### config.mk
export PLATFORM = sky130hd
export DESIGN_NAME = seg_scan_driver
export DESIGN_NICKNAME = d
export VERILOG_FILES = /design/src/rtl/seg_pkg.sv /design/src/rtl/seg_hex_decode.sv /design/src/rtl/seg_scan_driver.sv
export SDC_FILE = /design/constraint.sdc
export NUM_CORES = 1
export LEC_CHECK = 0
export ABC_CLOCK_PERIOD_IN_PS = 4900
export CELL_PAD_IN_SITES_DETAIL_PLACEMENT = 0
export CELL_PAD_IN_SITES_GLOBAL_PLACEMENT = 2
export CORE_AREA = 2 2 86 88
export DETAILED_ROUTE_END_ITERATION = 10
export DIE_AREA = 0 0 88 90
export GPL_TIMING_DRIVEN = 1
export PLACE_DENSITY = 0.7
export SYNTH_ARGS = -nofsm -noshare
export SYNTH_HDL_FRONTEND = slang
export SYNTH_SLANG_ARGS = --single-unit
### constraint.sdc
create_clock -name clock -period 4.9 [get_ports clock]
set_clock_uncertainty 0.1 [all_clocks]
set_input_delay 1.47 -clock clock [delete_from_list [all_inputs] [get_ports clock]]
set_output_delay 1.47 -clock clock [all_outputs]
set_load 0.02 [all_outputs]
### src/rtl/seg_pkg.sv
// Shared constants for the 7-segment scan driver: digit count, segment bit
// positions and the hex-to-segment code table (bit order gfedcba).
package seg_pkg;

    localparam int unsigned NUM_DIGITS = 4;
    localparam int unsigned NIBBLE_W   = 4;
    localparam int unsigned SEG_W      = 7;
    localparam int unsigned VALUE_W    = NUM_DIGITS * NIBBLE_W;
    localparam int unsigned IDX_W      = $clog2(NUM_DIGITS);

    localparam int unsigned SEG_A = 0;
    localparam int unsigned SEG_B = 1;
    localparam int unsigned SEG_C = 2;
    localparam int unsigned SEG_D = 3;
    localparam int unsigned SEG_E = 4;
    localparam int unsigned SEG_F = 5;
    localparam int unsigned SEG_G = 6;

    // Entry n is the segment code for hex digit n (element 0 at the LSB end).
    localparam logic [15:0][SEG_W-1:0] SEG_TABLE = {
        7'h71, 7'h79, 7'h5E, 7'h39,   // F E d C
        7'h7C, 7'h77, 7'h6F, 7'h7F,   // b A 9 8
        7'h07, 7'h7D, 7'h6D, 7'h66,   // 7 6 5 4
        7'h4F, 7'h5B, 7'h06, 7'h3F    // 3 2 1 0
    };

endpackage

### src/rtl/seg_hex_decode.sv
// Combinational hex nibble to active-high 7-segment decode.
module seg_hex_decode
    import seg_pkg::*;
(
    input  logic [NIBBLE_W-1:0] nibble,
    output logic [SEG_W-1:0]    seg_c
);

    logic [SEG_W-1:0] code_c;

    // Table lookup, then route each code bit to its named segment position.
    assign code_c = SEG_TABLE[nibble];
    assign seg_c  = {code_c[SEG_G], code_c[SEG_F], code_c[SEG_E], code_c[SEG_D],
                     code_c[SEG_C], code_c[SEG_B], code_c[SEG_A]};

endmodule

### src/rtl/seg_scan_driver.sv
// Time-multiplexed 4-digit hex display driver with a one-clock anti-ghosting
// gap per digit slot, frame-synchronous value updates and leading-zero blanking.
module seg_scan_driver
    import seg_pkg::*;
#(
    parameter int unsigned PRESCALE = 4
) (
    input  logic                  clock,
    input  logic                  reset,
    input  logic                  load,
    input  logic [VALUE_W-1:0]    value,
    input  logic                  blank_lz,
    output logic [SEG_W-1:0]      seg,
    output logic [NUM_DIGITS-1:0] dig_en,
    output logic                  frame_done
);

    localparam int unsigned PS_W = (PRESCALE > 2) ? $clog2(PRESCALE) : 1;

    logic [PS_W-1:0]     prescaler;
    logic [IDX_W-1:0]    index;
    logic [VALUE_W-1:0]  shadow;
    logic [VALUE_W-1:0]  display;
    logic                pending;

    logic                tick_c;
    logic                wrap_c;
    logic                blank_c;
    logic [NIBBLE_W-1:0] nibble_c;
    logic [SEG_W-1:0]    dec_seg_c;

    assign tick_c = (prescaler == PS_W'(PRESCALE - 1));
    assign wrap_c = tick_c && (index == IDX_W'(NUM_DIGITS - 1));

    // Select the display nibble for the digit currently being scanned.
    always_comb begin
        nibble_c = display[3:0];
        case (index)
            2'd0:    nibble_c = display[3:0];
            2'd1:    nibble_c = display[7:4];
            2'd2:    nibble_c = display[11:8];
            2'd3:    nibble_c = display[15:12];
            default: nibble_c = display[3:0];
        endcase
    end

    // Digit i>0 is dark when it and every more significant nibble are zero.
    always_comb begin
        blank_c = 1'b0;
        if (blank_lz) begin
            case (index)
                2'd1:    blank_c = (display[15:4]  == 12'd0);
                2'd2:    blank_c = (display[15:8]  == 8'd0);
                2'd3:    blank_c = (display[15:12] == 4'd0);
                default: blank_c = 1'b0;
            endcase
        end
    end

    seg_hex_decode u_decode (
        .nibble (nibble_c),
        .seg_c  (dec_seg_c)
    );

    // Slot prescaler and digit index.
    always_ff @(posedge clock) begin
        if (reset) begin
            prescaler <= '0;
            index     <= '0;
        end else begin
            prescaler <= tick_c ? '0 : prescaler + PS_W'(1);
            if (tick_c) begin
                index <= index + IDX_W'(1);
            end
        end
    end

    // Shadow capture and frame-boundary commit; a load on the wrap tick goes straight to display.
    always_ff @(posedge clock) begin
        if (reset) begin
            shadow  <= '0;
            display <= '0;
            pending <= 1'b0;
        end else begin
            if (load) begin
                shadow  <= value;
                pending <= 1'b1;
            end
            if (wrap_c) begin
                if (load) begin
                    display <= value;
                end else if (pending) begin
                    display <= shadow;
                end
                pending <= 1'b0;
            end
        end
    end

    // Registered drive: dark on the cycle after each tick, otherwise the decoded digit.
    always_ff @(posedge clock) begin
        if (reset) begin
            seg        <= '0;
            dig_en     <= '0;
            frame_done <= 1'b0;
        end else begin
            frame_done <= wrap_c;
            if (tick_c || blank_c) begin
                seg    <= '0;
                dig_en <= '0;
            end else begin
                seg    <= dec_seg_c;
                dig_en <= NUM_DIGITS'(1) << index;
            end
        end
    end

endmodule
==> metrics.yaml <==
outcome:
  status: "finished, final reports clean"
pwr:
  p_clk_share_pct: 30.6
  p_leak_nw: 0.9592
  cellPowerDensity_nw_per_um2: 306.2
  sequentialPowerShare_pct: 54.4
  swShare_pct: 26.12
  p_comb_share_pct: 15.0
  p_int_w: 0.0005754
  p_switching_w: 0.0002035
  vdd_ir_drop_max_mv: 0.1134
setup_path:
  cp_slowest_cell: "clkdlybuf4s50_1"
  r2r-start: "index[0]"
  cp_data_required_time_ps: 5020
  cpPeakStageDelay_ps: 680
  crit_chain: "clkdlybuf4s50_1 -> nor2_1 -> nor2_1 -> buf_4 -> nor2_1 -> a211oi_1"
  cp_common_cell: "nor2_1"
  reg2reg_setup_slack_ps: 2130
  worstSetupPathType: "in2reg"
  critPathLaunch: "load"
  r2r_cells: 8
  start_kind: "input port"
  critPathMaxFanout: 32
  arrival_ps: 2950
  r2r_end: "seg[6]"
  end_kind: "flip-flop"
clocking:
  numCtsBuffers: 5
  htree_levels: 2
  cts_tree: "yes"
  clk_pin_slew_worst_paths_ps: 100
  postCtsSetupBuffers: 0
  hold_buffers: 0
  clock-sinks: 49
  ctsResizeCount: 0
  clk_latency_ps: 300
  clock_path_buffers: 2
  cts_root_buffer: "clkbuf_8"
die:
  die_h_um: 90
  initial_core_util_pct: 29.09
  io-pin-count: 32
  row_count: 31
  core_um2: 7020
  dieWidth_um: 88
  die_area_um2: 7920
drt:
  wl_per_cell_um: 12.32
  drt_iter0_drc: 58
  drc: 0
  drtAntennaViolNets: 0
  drt-pass1-iter-count: 4
  routed_wl_um: 4126
  post_drt_via_cell_ratio: 4.463
  vias: 1495
job:
  cap_violations: 0
timing:
  worst_slew_pin_slew_ps: 728.4
  finalHoldViolations: 0
  finalMaxSlewViolations: 0
  fin_tns_setup_ps: 0
  relSlewSlack_pct: 51.44
  period_needed_ps: 2834
  max_freq_mhz: 352.9
  timing.final.crit_share_pct: 57.83
  setup_viol: 0
  grt_setup_unrepaired: "no"
synthesis:
  synthCells: 205
  ys_seq_area_share_pct: 48.04
  syn_nets: 237
  yosys_register_bits: 49
  yosysWarnings: 0
  synth_cell_types: 33
  avgSynthCellArea_um2: 9.961
  syn_area_um2: 2042
global_route:
  top_usage_layer: "met2"
  track_usage_pct: 11.12
  overflow: 0
  grt_max_degree: 39
  met1_usage_pct: 15.58
  first_global_vias: 1457
  grt_use_met2_pct: 17.61
  grt_pass1_wl_um: 7155
  antenna_found_initial: 0
  use_met3_pct: 2.479
final_layout:
  syn2layout_area_growth_pct: 24.57
  final_util_pct: 36.23
  nFillCells: 756
  mostFrequentLayoutCells: "dfxtp_1 (49), nor2_1 (41), clkdlybuf4s50_1 (31)"
  drive_gt1_share_pct: 7.627
  final_common_cell: "dfxtp_1"
  diodes: 0
  final_net_count: 267
placed_design:
  port_buffers: 31
  place_hpwl_um: 3011
  gp_congestion: 0.7398
worst_hold_path:
  min_to: "prescaler[0]"
  hold_path_class: "reg2reg"
  hold_path_depth: 1
  hp-start: "prescaler[0]"
-- Yosys cell counts --
cell | instances | area share (%)
xnor2_1 | 1 | 0.43
mux2_4 | 1 | 0.74
ha_1 | 12 | 7.4
buf_1 | 2 | 0.37
a21o_1 | 1 | 0.37
o211ai_1 | 1 | 0.37
nor4_1 | 3 | 0.92
a211oi_1 | 25 | 9.2
clkbuf_1 | 6 | 1.1
nor2b_1 | 2 | 0.61
inv_1 | 8 | 1.5
o21bai_1 | 1 | 0.37
a221oi_2 | 2 | 1.5
mux2i_1 | 20 | 9.8
a21oi_1 | 2 | 0.49
nand2_1 | 1 | 0.18
buf_4 | 1 | 0.37
o22ai_1 | 2 | 0.61
nor3_1 | 7 | 1.7
a21o_2 | 1 | 0.43
nor3b_1 | 1 | 0.37
dfxtp_1 | 49 | 48
a21oi_2 | 1 | 0.43
and2_1 | 1 | 0.31
buf_2 | 3 | 0.74
a221oi_1 | 1 | 0.43
a22oi_1 | 2 | 0.74
o2bb2ai_1 | 1 | 0.43
o21ba_2 | 1 | 0.49
o2111ai_1 | 1 | 0.43
o21ai_0 | 1 | 0.24
nor2_1 | 41 | 7.5
a222oi_1 | 3 | 1.5
-- state kept, by name, indices dropped and copies added (netlist names) --
register	cells
display	16
frame_done	1
prescaler	2
shadow	16
index	2
pending	1
seg	7
dig_en	4
-- power by group through the flow --
stage | clock network, W | logic, W | registers [W]
floorplan | 0 | 0.0000611 | 0.000444
global placement | 0 | 0.000118 | 0.000433
detailed placement | 0 | 0.000119 | 0.000433
CTS | 0.000252 | 0.000119 | 0.000424
global route | 0.000265 | 0.000129 | 0.000426
finish | 0.000238 | 0.000117 | 0.000424
-- logic make-up after synthesis --
group | Yosys count | share of synthesized area, %
AOI/OAI and AO/OA | 46 | 17.95
xor gates and xnor gates | 1 | 0.4290
DFF | 49 | 48.04
and+or+nand+nor | 56 | 11.64
adders and majority gates | 12 | 7.353
buffers and inverters | 20 | 4.044
muxes | 21 | 10.54
-- routing by layer --
layer	up-vias	share of wire, %
met5	-	0
met4	0	0
met3	0	3.1
met2	27	46
met1	673	51
li1	795	-
-- metrics by stage --
| step | worst slack (ps) | total power (W) | std cells | area [um^2] | hold WS (ps) |
|---|---|---|---|---|---|
| after CTS | 2073 | 0.0007952 | 335 | 2544 | 331.2 |
| after floorplan | 2247 | 0.0005047 | 205 | 2042 | 297.7 |
| after global routing | 1849 | 0.0008197 | 335 | 2544 | 354.0 |
| after global placement | 1757 | 0.0005514 | 327 | 2454 | 310.9 |
| final | 2066 | 0.0007789 | 335 | 2544 | 330.8 |
| after detailed placement | 1751 | 0.0005522 | 327 | 2454 | 315.6 |
-- layout make-up --
cell class	instances	area (um^2)	share of cell area, %
clock buffers	5	68.82	2.705
inverters	8	30.03	1.181
flip-flops and latches	49	980.9	38.56
multi-input cells	136	978.4	38.47
well taps	99	123.9	4.870
clock inverters	3	21.27	0.8362
repair buffers	35	340.3	13.38
-- how the worst max path moves through the flow --
stage	endpoint	slack, ps	depth (start not counted)
6_report	display[5]	2070	6
5_1_grt	seg[0]	1850	9
4_1_cts	display[6]	2070	6
3_5_place_dp	seg[3]	1750	6
3_3_place_gp	seg[3]	1760	6
2_1_floorplan	display[10]	2250	6
-- worst max-delay path, delay by kind of cell --
kind | cells | cell delay [ps]
AOI/OAI and AO/OA | 1 | 210
buffers and inverters | 2 | 980
and+or+nand+nor | 3 | 280
(Power assumes the default switching activity.)
==> edit 1, RTL diff (same settings) <==
`PRESCALE`: 4 -> 8.
--- a/src/rtl/seg_scan_driver.sv
+++ b/src/rtl/seg_scan_driver.sv
@@ -3,7 +3,7 @@
 module seg_scan_driver
     import seg_pkg::*;
 #(
-    parameter int unsigned PRESCALE = 4
+    parameter int unsigned PRESCALE = 8
 ) (
     input  logic                  clock,
     input  logic                  reset,
Behaviour: not the same (a bounded check fails within 10 cycles, from zero or initial values and one cycle with reset high).
==> edit 1 against the original RTL <==
  * Synthesized area unchanged
  * Via count shrank 0.47%
  * Count of clock-buffer cells in the layout stayed put
  * Total power grew 1.4%
  * Final area up 1.7%
  * Sequential cell count up 1
  * Global-route usage down 0.25 points
  * Setup slack got worse by 180 ps
  * Wire length is 2.1% lower
  * Synthesized cell count grew 2.4%
  * First-iteration DRC count grew 10%
==> edit 1: results <==
metrics = {
    "min_path": {
        "hold_depth": 1,
        "hold_start": "prescaler[0]$_SDFF_PP0_",
        "whs_endpoint": "prescaler[0]$_SDFF_PP0_",
    },
    "run_status": {
        "status": "finished clean",
    },
    "global_routing": {
        "grt_pass1_wl_um": 6820,
        "grt_pass1_vias": 1423,
        "track_usage_pct": 10.9,
        "antenna_found_initial": 0,
        "grt-ovfl-total": 0,
    },
    "route": {
        "drt_iter0_drc": 64,
        "wl_um": 4040,
        "firstDrtPassIters": 4,
        "num_vias": 1488,
    },
    "place": {
        "hpwl_um": 2930,
        "place.gp.congestion": 0.783,
        "placed_cell_area_sq_um": 2470,
        "port_buffers": 31,
        "dp_slack_ps": 1680,
    },
    "clocking": {
        "cts_htree_levels": 2,
        "clock_latency_ps": 310,
        "clk_pin_slew_worst_paths_ps": 90,
        "numCtsBuffers": 5,
        "clockBufferDepth": 2,
    },
    "critical_path": {
        "reg2reg_to": "seg[3]$_SDFF_PP0_",
        "reg2reg_slack_ps": 1880,
        "critPathArrivalTime_ps": 3120,
        "r2r_cells": 10,
        "reg2reg_from": "index[0]$_SDFFE_PP0P_",
        "crit_fanout": 7,
    },
    "synth": {
        "async_flop_share_pct": 0,
        "netlist_top_cells_area": "dfxtp_1 (49%), mux2i_1 (9.8%), nor2_1 (8.1%)",
        "synth_cell_types": 31,
        "ys_top_cells_by_count": "dfxtp_1 (50), nor2_1 (44), mux2i_1 (20), a211oi_1 (17), ha_1 (13)",
        "syn_nets": 243,
        "synth-seq-area-share_pct": 49.0,
    },
    "cells_and_area": {
        "drive_gt1_share_pct": 7.00,
        "reg_top3": "display (16), shadow (16), seg (7)",
        "fillCellCount": 736,
        "num_antenna_cells": 0,
        "final_nets": 275,
    },
    "pwr": {
        "leakagePower_nw": 0.999,
        "powerDensity_nw_per_um2": 305,
        "vdd_drop_max_mv": 0.113,
    },
    "sta": {
        "relSlewSlack_pct": 45.5,
        "whs_ps": 327,
    },
}
edit 1: area by class of cell:
type,count,share of cell area (%)
flip-flops and latches,50,38.7
multi-input cells,143,37.8
repair buffers,35,13.2
well taps,99,4.79
clock buffers,5,2.66
clock inverters,3,1.89
inverters,7,1.02
edit 1: kinds of logic after synthesis:
kind of cell    Yosys count  share of synthesized area (%)
simple gates             68                           14.3
flops                    50                           49.0
compound gates           40                           14.5
mux                      21                           10.5
buf+inv                  17                           3.25
fa+ha+maj                13                           7.97
xor+xnor                  1                          0.429
edit 1: worst max-delay path by stage:
stage | from | endpoint | slack [ps] | cells after the start
final | index[0]$_SDFFE_PP0P_ | seg[3]$_SDFF_PP0_ | 1880 | 10
after global routing | index[0]$_SDFFE_PP0P_ | seg[3]$_SDFF_PP0_ | 1560 | 10
after CTS | index[0]$_SDFFE_PP0P_ | seg[3]$_SDFF_PP0_ | 1860 | 10
after detailed placement | load | display[13]$_SDFFE_PP0P_ | 1680 | 7
after global placement | load | display[13]$_SDFFE_PP0P_ | 1690 | 7
after floorplan | index[0]$_SDFFE_PP0P_ | seg[3]$_SDFF_PP0_ | 2220 | 10
edit 1: report_power, final:
group | internal [mW] | switching, mW | leakage [nW]
Clock | 0.156 | 0.148 | 0.0563
Sequential | 0.420 | 0.00343 | 0.410
Combinational | 0.0331 | 0.0295 | 0.534
edit 1: per-stage QoR:
| step | instances | power [mW] |
|---|---|---|
| 6_report | 342 | 0.790 |
| 5_1_grt | 342 | 0.824 |
| 4_1_cts | 342 | 0.802 |
| 3_5_place_dp | 334 | 0.497 |
| 3_3_place_gp | 334 | 0.497 |
| 2_1_floorplan | 210 | 0.466 |
edit 1: worst max-delay path: stages, from the launching register on:
cell	delay [ps]
dfxtp_1	380
inv_1	140
ha_1	270
clkinv_1	230
o21ai_0	700
inv_1	190
ha_1	370
a211oi_1	240
o32ai_1	100
a21oi_1	140
nor3_1	60
edit 1: routing by layer:
metal	routed length, um	share of wire [%]	global-route usage [%]
met2	1750	43	16.0
met1	2110	52	15.2
met3	145	3.6	2.85
met5	0	0	0
met4	30	0.74	3.85
==> edit 2, RTL diff (same settings) <==
Made on the original files. Add an input register stage for `load`, `value` and `blank_lz`; this delays them by one clock.
--- a/src/rtl/seg_scan_driver.sv
+++ b/src/rtl/seg_scan_driver.sv
@@ -16,6 +16,16 @@
 );
 
     localparam int unsigned PS_W = (PRESCALE > 2) ? $clog2(PRESCALE) : 1;
+
+    logic load_q;
+    logic [VALUE_W-1:0] value_q;
+    logic blank_lz_q;
+
+    always_ff @(posedge clock) begin
+        load_q     <= load;
+        value_q    <= value;
+        blank_lz_q <= blank_lz;
+    end
 
     logic [PS_W-1:0]     prescaler;
     logic [IDX_W-1:0]    index;
@@ -47,7 +57,7 @@
     // Digit i>0 is dark when it and every more significant nibble are zero.
     always_comb begin
         blank_c = 1'b0;
-        if (blank_lz) begin
+        if (blank_lz_q) begin
             case (index)
                 2'd1:    blank_c = (display[15:4]  == 12'd0);
                 2'd2:    blank_c = (display[15:8]  == 8'd0);
@@ -82,13 +92,13 @@
             display <= '0;
             pending <= 1'b0;
         end else begin
-            if (load) begin
-                shadow  <= value;
+            if (load_q) begin
+                shadow  <= value_q;
                 pending <= 1'b1;
             end
             if (wrap_c) begin
-                if (load) begin
-                    display <= value;
+                if (load_q) begin
+                    display <= value_q;
                 end else if (pending) begin
                     display <= shadow;
                 end
Formal check against the unedited RTL: not equivalent (Yosys sat finds a counterexample within 10 cycles, from zero or initial values and one cycle with reset high).
==> edit 2 against the original RTL <==
  * Count of clock-buffer cells in the layout is 7 higher
  * Wire length rose by 3.0%
  * Global-route usage up 0.78 points
  * Fmax down 3.3%
  * Sequential cell count rose by 18
  * Total power increased by 53%
  * Critical endpoint is now seg[3]$_SDFF_PP0_
  * Setup slack lost 97 ps
  * Synthesized area increased by 17%
  * Final area increased by 19%
  * Largest cell class unchanged
==> edit 2: results <==
metrics = {
    "route": {
        "wl_per_cell_um": 11.8,
        "viasPerCell": 4.66,
    },
    "synth": {
        "synth_cell_types": 31,
        "syn_nets": 256,
        "synth-seq-area-share_pct": 56.2,
        "synthMuxAreaShare_pct": 9.38,
        "synth_xor_area_share_pct": 0.367,
        "yosys.area_share.adder_pct": 6.29,
        "ys_top_cells_by_count": "dfxtp_1 (67), nor2_1 (39), a211oi_1 (26), mux2i_1 (19), ha_1 (12)",
        "synth_compound_area_share_pct": 13.9,
        "netlist_top_cells_area": "dfxtp_1 (56%), a211oi_1 (8.2%), mux2i_1 (8.0%)",
    },
    "global_routing": {
        "track_usage_pct": 11.9,
        "grt_pass1_wl_um": 7350,
    },
    "cells_and_area": {
        "final_nets": 288,
        "fillCellCount": 692,
        "drive_gt1_share_pct": 8.43,
    },
    "critical_path": {
        "startpoint": "reset",
        "critPathArrivalTime_ps": 3060,
        "slowest_delay_ps": 450,
        "reg2reg_slack_ps": 2010,
        "crit_fanout": 39,
    },
    "clocking": {
        "clk_pin_slew_worst_paths_ps": 70,
        "clock_latency_ps": 330,
        "cts_htree_levels": 3,
    },
    "pwr": {
        "leakagePower_nw": 1.14,
        "power.internal_mw": 0.935,
    },
    "sta": {
        "whs_ps": 317,
        "relSlewSlack_pct": 23.9,
    },
    "place": {
        "place.gp.congestion": 0.857,
        "dp.cells": 344,
        "hpwl_um": 2950,
        "placed_cell_area_sq_um": 2790,
    },
    "run_status": {
        "status": "finished clean",
    },
}
==> edit 2: power groups by stage <==
stage	sequential, mW	combinational [mW]	clock (mW)
finish	0.582	0.0974	0.514
floorplan	0.601	0.0511	0
global placement	0.595	0.0993	0
global route	0.585	0.108	0.554
detailed placement	0.595	0.0991	0
CTS	0.583	0.0994	0.531
==> edit 2: metal layers <==
metal | track usage [%] | vias up | part of all wire, %
met5 | 0 | - | 0
met4 | 6.15 | 0 | 2.4
met3 | 4.13 | 10 | 4.8
met2 | 17.3 | 35 | 44
met1 | 15.4 | 767 | 48
li1 | - | 867 | -
==> edit 2: worst max path at each step <==
| stage | end | slack [ps] |
|---|---|---|
| final | seg[3]$_SDFF_PP0_ | 1970 |
| after global routing | seg[6]$_SDFF_PP0_ | 1740 |
| after CTS | seg[3]$_SDFF_PP0_ | 1950 |
| after detailed placement | seg[3]$_SDFF_PP0_ | 1580 |
| after global placement | seg[3]$_SDFF_PP0_ | 1590 |
| after floorplan | seg[6]$_SDFF_PP0_ | 2470 |
==> edit 2: area by class of cell <==
cell class / instances / area (sq um) / area share [%]
clock buffers: 12 / 155 / 5.14
multi-input cells: 137 / 970 / 32.1
flip-flops and latches: 67 / 1340 / 44.4
inverters: 8 / 30.0 / 0.995
well taps: 99 / 124 / 4.10
repair buffers: 33 / 325 / 10.8
clock inverters: 4 / 72.6 / 2.40
==> edit 2: stage by stage <==
| step | util, % | setup slack [ps] |
|---|---|---|
| finish | 43.0 | 1970 |
| global route | 43.0 | 1740 |
| CTS | 43.0 | 1950 |
| detailed placement | 39.7 | 1580 |
| global placement | 39.7 | 1590 |
| floorplan | - | 2470 |
==> edit 2: cell families after synthesis <==
family / after synthesis
fa+ha+maj: 12
xor+xnor: 1
compound gates: 43
simple gates: 59
flops: 67
buf+inv: 20
mux: 22
